--- src/rtl/instruction_fetch_unit.sv ---
// instruction_fetch_unit: PC owner and imem req/ack front end with a one-entry skid buffer,
// stall holding and redirect squashing of in-flight fetches.
module instruction_fetch_unit #(
    parameter logic [31:0] RESET_PC = 32'h0040_0000
) (
    input  logic        clk,
    input  logic        reset,
    input  logic        stall_i,
    input  logic        redirect_i,
    input  logic [31:0] redirect_pc_i,
    output logic        imem_req_o,
    output logic [31:0] imem_addr_o,
    input  logic        imem_ack_i,
    input  logic [31:0] imem_rdata_i,
    output logic [31:0] out_PC_4,
    output logic [31:0] out_Instruction,
    output logic        out_valid
);
    typedef enum logic [1:0] {FETCH, HOLD, FLUSH} state_t;

    state_t      state, state_n;
    logic [31:0] req_pc, req_pc_n, redirect_pc, redirect_pc_n;
    logic [31:0] skid_instr, skid_instr_n, skid_pc4, skid_pc4_n;
    logic        skid_valid, skid_valid_n;
    logic [31:0] pc4_n, instr_n;
    logic        valid_n;
    logic [31:0] target, next_pc;
    logic        ack;

    assign imem_req_o  = state != HOLD;
    assign imem_addr_o = req_pc;
    assign target      = redirect_pc_i & ~32'd3;
    assign next_pc     = req_pc + 32'd4;
    assign ack         = imem_ack_i && imem_req_o;

    always_comb begin
        state_n       = state;
        req_pc_n      = req_pc;
        redirect_pc_n = redirect_pc;
        skid_valid_n  = skid_valid;
        skid_instr_n  = skid_instr;
        skid_pc4_n    = skid_pc4;
        pc4_n         = out_PC_4;
        instr_n       = out_Instruction;
        valid_n       = out_valid;
        if (redirect_i) begin
            skid_valid_n = 1'b0;
            instr_n      = 32'h0;
            valid_n      = 1'b0;
            // a request still waiting for ack must complete before the target is issued
            if (state != HOLD && !ack) begin
                redirect_pc_n = target;
                state_n       = FLUSH;
            end else begin
                req_pc_n = target;
                state_n  = FETCH;
            end
        end else begin
            case (state)
                FETCH: begin
                    if (ack) begin
                        req_pc_n = next_pc;
                        if (stall_i) begin
                            skid_valid_n = 1'b1;
                            skid_instr_n = imem_rdata_i;
                            skid_pc4_n   = next_pc;
                            state_n      = HOLD;
                        end else begin
                            pc4_n   = next_pc;
                            instr_n = imem_rdata_i;
                            valid_n = 1'b1;
                        end
                    end else if (!stall_i) begin
                        instr_n = 32'h0;
                        valid_n = 1'b0;
                    end
                end
                HOLD: begin
                    if (!stall_i) begin
                        pc4_n        = skid_pc4;
                        instr_n      = skid_instr;
                        valid_n      = skid_valid;
                        skid_valid_n = 1'b0;
                        state_n      = FETCH;
                    end
                end
                FLUSH: begin
                    if (ack) begin
                        req_pc_n = redirect_pc;
                        state_n  = FETCH;
                    end
                    if (!stall_i) begin
                        instr_n = 32'h0;
                        valid_n = 1'b0;
                    end
                end
                default: state_n = FETCH;
            endcase
        end
    end

    always_ff @(posedge clk or negedge reset) begin
        if (!reset) begin
            state           <= FETCH;
            req_pc          <= RESET_PC;
            redirect_pc     <= 32'h0;
            skid_valid      <= 1'b0;
            skid_instr      <= 32'h0;
            skid_pc4        <= 32'h0;
            out_PC_4        <= 32'h0;
            out_Instruction <= 32'h0;
            out_valid       <= 1'b0;
        end else begin
            state           <= state_n;
            req_pc          <= req_pc_n;
            redirect_pc     <= redirect_pc_n;
            skid_valid      <= skid_valid_n;
            skid_instr      <= skid_instr_n;
            skid_pc4        <= skid_pc4_n;
            out_PC_4        <= pc4_n;
            out_Instruction <= instr_n;
            out_valid       <= valid_n;
        end
    end
endmodule
--- config.mk ---
export PLATFORM = sky130hd
export DESIGN_NAME = instruction_fetch_unit
export DESIGN_NICKNAME = d
export VERILOG_FILES = /design/src/rtl/instruction_fetch_unit.sv
export SDC_FILE = /design/constraint.sdc
export NUM_CORES = 1
export LEC_CHECK = 0
export ABC_AREA = 1
export CAP_MARGIN = 15
export CORE_ASPECT_RATIO = 0.7
export CORE_MARGIN = 4
export CORE_UTILIZATION = 49
export CTS_BUF_LIST = sky130_fd_sc_hd__clkbuf_8 sky130_fd_sc_hd__clkbuf_16
export DETAILED_ROUTE_END_ITERATION = 16
export GPL_TIMING_DRIVEN = 0
export PLACE_DENSITY_LB_ADDON = 0.08
export SYNTH_ARGS = -nofsm -noshare
export SYNTH_HDL_FRONTEND = slang
export SYNTH_SLANG_ARGS = --single-unit
--- constraint.sdc ---
create_clock -name clk -period 1.7 [get_ports clk]
set_clock_uncertainty 0.15 [all_clocks]
set_input_delay 0.425 -clock clk [delete_from_list [all_inputs] [get_ports clk]]
set_output_delay 0.425 -clock clk [all_outputs]
set_load 0.02 [all_outputs]
==> results of run 1 <==
## power groups by stage
stage / Combinational (mW) / Clock [mW] / Sequential (mW)
after detailed placement: 6.13 / 0 / 6.92
final: 6.67 / 4.04 / 6.87
after CTS: 6.30 / 4.09 / 6.81
after global routing: 7.24 / 4.26 / 7.00
after floorplan: 2.76 / 0 / 7.41
after global placement: 6.02 / 0 / 6.90
## cells by family (layout without fill, tap and decap cells)
kind of cell,count (synthesis),after routing,synth area share
and+or+nand+nor,553,553,0.232
DFF,188,188,0.463
xor gates and xnor gates,14,14,0.0150
other,1,4,0.000369
buffers and inverters,218,467,0.0946
AOI/OAI and AO/OA,342,342,0.190
adders and majority gates,4,4,0.00492
## worst paths after layout
kind	from	endpoint	slack (ns)	cells after the start
min in group clk	skid_pc4[28]	skid_pc4[28]	0.32	2
max in group asynchronous	reset	imem_addr_o[27]	0.61	2
max reg2reg	state[0]	out_PC_4[9]	-0.36	10
min reg2reg	skid_pc4[28]	skid_pc4[28]	0.32	2
max	state[1]	imem_req_o	-0.37	6
min	reset	skid_instr[13]	-0.17	1
## layout make-up
cell class	count	area (um^2)
Clock buffer	19	453
Multi-Input combinational cell	917	4700
Buffer	90	778
Clock inverter	13	135
Sequential cell	188	4740
Timing Repair Buffer	219	2040
Inverter	126	508
Tap cell	270	338
Fill cell	1704	6380
## per-stage QoR
step	setup TNS [ns]	util	power, mW	area [um^2]
after floorplan	-4.93	-	10.2	10300
after global placement	-1611.08	0.611	12.9	12300
after detailed placement	-122.34	0.612	13.1	12300
after CTS	-43.56	0.666	17.2	13400
after global routing	-56.58	0.682	18.5	13700
final	-42.95	0.682	17.6	13700
## per-layer routing
layer	vias to the layer above	wire length [um]	track usage
li1	4823	-	-
met1	4958	16300	0.468
met2	617	13900	0.387
met3	41	4000	0.0687
met4	0	426	0.0622
met5	-	0	0
## what timing repair did
action | CTS | global route
cloned | 3 | 3
resized for setup | 417 | 68
pin swaps | 6 | 8
buffers inserted | 40 | 12
endpoints found under the setup margin | 282 | 246
hold endpoints to repair | 95 | 95
## Yosys cell counts, drive strengths merged
cell type and n:
nand2 377, dfrtp 187, o21ai 168, inv 124, a21oi 115, nand3 104
nor2 64, buf 48, clkbuf 44, o31ai 23, o2111ai 22, xor2 13
nand3b 5, o211ai 5, ha 4, a31oi 3, o21a 3, o22ai 3
and2 2, clkinv 2, conb 1, dfstp 1, nor3 1, xnor2 1
## worst reg2reg max path, cell delays in order (launching register included)
cell     delay, ns
dfrtp_1       0.43
ha_4          0.20
buf_4         0.18
nor2_4        0.13
nand2_4       0.10
o21ai_4       0.10
nand3_4       0.19
buf_6         0.19
a21oi_4       0.11
o21ai_2       0.06
o21a_1        0.11
## sequential cells by signal, summed over array words and instances (netlist names)
signal	count
imem_addr_o	30
out_Instruction	32
out_PC_4	30
out_valid	1
redirect_pc	30
skid_instr	32
skid_pc4	30
skid_valid	1
state	2
==> metrics.txt, run 1 <==
status=finished with violations; failing checks=negative hold slack, negative setup slack; most common cell after layout, fill and taps aside=nand2_1; GRT Util Overall=0.288; Sink Count=between 150 and 200; Num CTS Buffers=17; final cell count without fillers=1842; crit-path cells=inv_2 -> ha_4 -> inv_4 -> buf_8 -> clkbuf_16 -> buf_8; fin crit share=1.22; clock network fraction of design power=0.230; nets=1632; Synth area leaders=dfrtp_1 46%, nand2_1 14%, o21ai_0 6.6%, a21oi_1 5.7%, nand3_1 5.1%; Port-buffer cells=160; total number of vias=10.4k; synthesized flop and latch total=188; die height=129 um; initial DRC count=1510; layout cell share with drive strength beyond 1=0.224; Mapped Avg Cell Area=7.70 um^2; CP bufs+invs=5; Crit path max-delay family=buffers and inverters; max frequency=483 MHz; Overflow after GRT=0; placer congestion estimate=0.934; Mapped Area=10200 um^2; Yosys top cell area share=0.460; sequential area share after synthesis=0.463; RSZ-0062 raised after global routing=true; synth warn=0; Hold WS=-0.173 ns; type of the most critical hold path=in -> async; 1st-pass router iterations=6; commonest cells after routing, fill and taps aside=366 x nand2_1, 161 x dfrtp_1, 115 x inv_1; first-pass GRT wire length=53100 um; setup violators final=190; Slew HR=0.496; post-route ant nets=0; Reg power frac=0.391; dpl hpwl=roughly 24000 um; Comb pwr share=0.380; critical path arrival=1.50 ns; initial antenna violation count=0; CP Capture Type=output port; crit path kind=reg -> out; Worst path max stage delay=roughly 0.39 ns; Tightest Pin Transition=between 0.7 and 0.8 ns; placed cell count=1754; Crit path top cell by count=buf_8; PwrDens=1280 nW/um^2; Worst-path clk slew=0.08 ns; vias in the first global route=9420; setup ws final=-0.371 ns; Sw Ratio=0.396; Internal Power=10.6 mW; Max-Cap Viols=0; Max VDD drop=828 uV; Avg WL per Cell=18.8 um; Final Hold Vio Count=95; Distinct cells, synth=40; worst skew pair latency=0.44 ns; htree depth=4; dpl ws=-0.772 ns; CTS tree=yes; largest net degree at the start of global routing=97; CP Data Required Time=~1.1 ns; Final Max Tran Viols=0; full die area=23200 um^2; final wirelength=34600 um; DRC=0; IO Count=167; Critical Path Start Type=flop; Area Overhead vs Synth=34.7%; core area=20100 um^2; Post-Synthesis Cells=roughly 1.3k; min cycle time layout=approximately 2.1 ns; clk root buf=clkbuf_16; Initial Util=0.507; Die X=between 150 and 200 um; CTS Buffer Depth=2; row count=43; LEAKAGE=6.44 nW; NetSw=6.97 mW; vias per inst=5.67; area leader, netlist=dfrtp_1; number of diodes=0; crit path max fanout=3; slowest CP cell=dfrtp_1
(Power assumes the default switching activity.)
==> run 2: changes to the inputs <==
--- a/config.mk
+++ b/config.mk
@@ -6,7 +6,6 @@
 export NUM_CORES = 1
 export LEC_CHECK = 0
 export ABC_AREA = 1
-export CAP_MARGIN = 15
 export CORE_ASPECT_RATIO = 0.7
 export CORE_MARGIN = 4
 export CORE_UTILIZATION = 49
==> results of run 2 <==
No change in the layout: final DEF, timing and power equal those of run 1.
==> run 3: changes to the inputs <==
--- a/config.mk
+++ b/config.mk
@@ -12,7 +12,8 @@
 export CTS_BUF_LIST = sky130_fd_sc_hd__clkbuf_8 sky130_fd_sc_hd__clkbuf_16
 export DETAILED_ROUTE_END_ITERATION = 16
 export GPL_TIMING_DRIVEN = 0
-export PLACE_DENSITY_LB_ADDON = 0.08
+export PLACE_DENSITY = 0.81
+export RECOVER_POWER = 50
 export SYNTH_ARGS = -nofsm -noshare
 export SYNTH_HDL_FRONTEND = slang
 export SYNTH_SLANG_ARGS = --single-unit
==> run 3 against run 2 <==
  * The run ends with negative setup slack left
  * Combinational power up 4.8%
  * Critical path depth unchanged
  * Die area unchanged
  * Register-to-register slack got worse by 0.02 ns
  * First-iteration DRC count increased by 4.2%
  * Sequential power about the same
  * Hold slack improved by 0.23 ns
  * Critical path type unchanged
  * Highest routed layer unchanged
==> metrics.txt, run 3 (synthesis results as in run 1) <==
initial antenna violation count=0 (unchanged); Max VDD drop=792 uV (-4.3%); Register-to-Register Path Depth=10 (unchanged); final core occ=0.694 (+0.0113); IO Count=167 (unchanged); first-pass GRT wire length=55600 um (+4.8%); min cycle time layout=2.09 ns (+0.0230 ns); Critical Path Start Type=flop; 1st-pass router iterations=6 (unchanged); dpl hpwl=23700 um (-1.5%); r2r setup slk=-0.38 ns (-0.02 ns); vias in the first global route=10.4k (+11%); Initial Util=0.507 (unchanged); Final Hold Vio Count=0 (-100%); placer congestion estimate=0.972 (+4.1%); post-route ant nets=0 (unchanged); htree depth=4 (unchanged); Worst R2R Start=state[0]; nets=1639 (+0.43%); clk root buf=clkbuf_16; vias per inst=5.86 (+3.3%); full die area=23200 um^2 (unchanged); largest net degree at the start of global routing=113 (+16%); status=finished with violations; Sink Count=188 (unchanged); crit path max fanout=3 (unchanged); setup violators final=200 (+5.3%); Avg WL per Cell=19.6 um (+4.5%); max frequency=477 MHz (-1.1%); critical path arrival=1.52 ns (+0.02 ns); PwrDens=1280 nW/um^2 (-0.69%); Comb pwr share=0.394 (+0.014); total number of vias=10.8k (+3.7%); die height=129 um (unchanged); LEAKAGE=6.52 nW (+1.3%); type of the most critical hold path=in -> async; layout cell share with drive strength beyond 1=0.244 (+0.0199); setup ws final=-0.394 ns (-0.0230 ns); most common cell after layout, fill and taps aside=nand2_1; DRC=0 (unchanged); crit path kind=reg -> out; final wirelength=36300 um (+4.9%); Max-Cap Viols=0 (unchanged); final cell count without fillers=1849 (+0.38%); RSZ-0062 raised after global routing=true; Area Overhead vs Synth=36.9%; CTS Buffer Depth=2 (unchanged); worst skew pair latency=0.44 ns (about the same); Worst-path clk slew=0.07 ns (about the same); CTS tree=yes; CP Capture Type=output port; dpl ws=-0.784 ns (-0.0117 ns); fin crit share=1.23 (+0.0135); GRT Util Overall=0.300 (+0.0113); Slew HR=0.273 (-0.223); Die X=180 um (unchanged); Largest regs=out_Instruction: 32 flops, skid_instr: 32 flops; commonest cells after routing, fill and taps aside=364 x nand2_1, 165 x dfrtp_1, 116 x inv_1; NetSw=7.13 mW (+2.2%); failing checks=negative setup slack; placed cell count=1754 (unchanged); Port-buffer cells=160 (unchanged); CP Data Required Time=1.12 ns (about the same); Final Max Tran Viols=0 (unchanged); Num CTS Buffers=17 (unchanged); Sw Ratio=0.401 (+0.00492); Tightest Pin Transition=1.09 ns (+0.335 ns); Reg power frac=0.386 (-0.005); RR Endpoint=out_Instruction[31]; row count=43 (unchanged); core area=20100 um^2 (unchanged); Internal Power=10.6 mW (+0.14%); Overflow after GRT=0 (unchanged); clock network fraction of design power=0.220 (-0.010); initial DRC count=1573 (+4.2%); number of diodes=0 (unchanged)
==> run 3: final cells by class <==
class / count / area [um^2]
Multi-Input combinational cell: 918 / 4880
Tap cell: 270 / 338
Inverter: 126 / 500
Timing Repair Buffer: 225 / 2120
Sequential cell: 188 / 4730
Buffer: 90 / 791
Clock buffer: 18 / 439
Clock inverter: 14 / 123
Fill cell: 1518 / 6150
==> run 3: per-layer routing <==
layer	track usage	up-vias	part of all wire
met5	0	-	0
met4	0.0911	0	0.032
met3	0.0932	127	0.13
met2	0.439	792	0.42
met1	0.430	5089	0.41
li1	-	4820	-
==> run 3: repair_timing <==
action,in CTS,in global routing
cloned,8,2
endpoints found under the hold margin,75,75
endpoints found under the setup margin,282,236
gates resized for setup,437,108
buffers inserted,50,5
pin swaps,9,9
==> run 3: worst max path at each step <==
stage / startpoint / endpoint / slack (ns) / cells after the start
CTS: state[1] / imem_req_o / -0.35 / 6
finish: state[1] / imem_req_o / -0.39 / 6
global placement: reset / imem_addr_o[2] / -8.51 / 1
floorplan: state[1] / out_PC_4[7] / -0.09 / 11
global route: state[1] / out_PC_4[9] / -0.45 / 11
detailed placement: stall_i / out_Instruction[13] / -0.78 / 7
==> run 3: stage by stage <==
stage | total power [mW] | instance area [um^2] | hold WS [ns] | setup TNS [ns]
2_1_floorplan | 10.2 | 10300 | -0.0206 | -4.93
3_3_place_gp | 12.9 | 12300 | 0.303 | -1576.52
3_5_place_dp | 13.0 | 12300 | 0.298 | -119.33
4_1_cts | 17.3 | 13600 | -0.161 | -39.84
5_1_grt | 18.6 | 13900 | 0.148 | -64.57
6_report | 17.8 | 13900 | 0.0554 | -46.28
==> run 3: power groups by stage <==
stage	logic (mW)	registers (mW)	clock network, mW
after CTS	6.61	6.78	3.92
after global routing	7.52	6.99	4.11
final	6.99	6.86	3.91
after global placement	6.00	6.85	0
after floorplan	2.76	7.41	0
after detailed placement	6.15	6.88	0
==> run 3: worst max-delay path, cell delays in order (launching register included) <==
cell       delay (ns)
dfrtp_1          0.39
inv_2            0.09
ha_4             0.17
inv_4            0.04
buf_8            0.12
clkbuf_16        0.14
buf_8            0.12
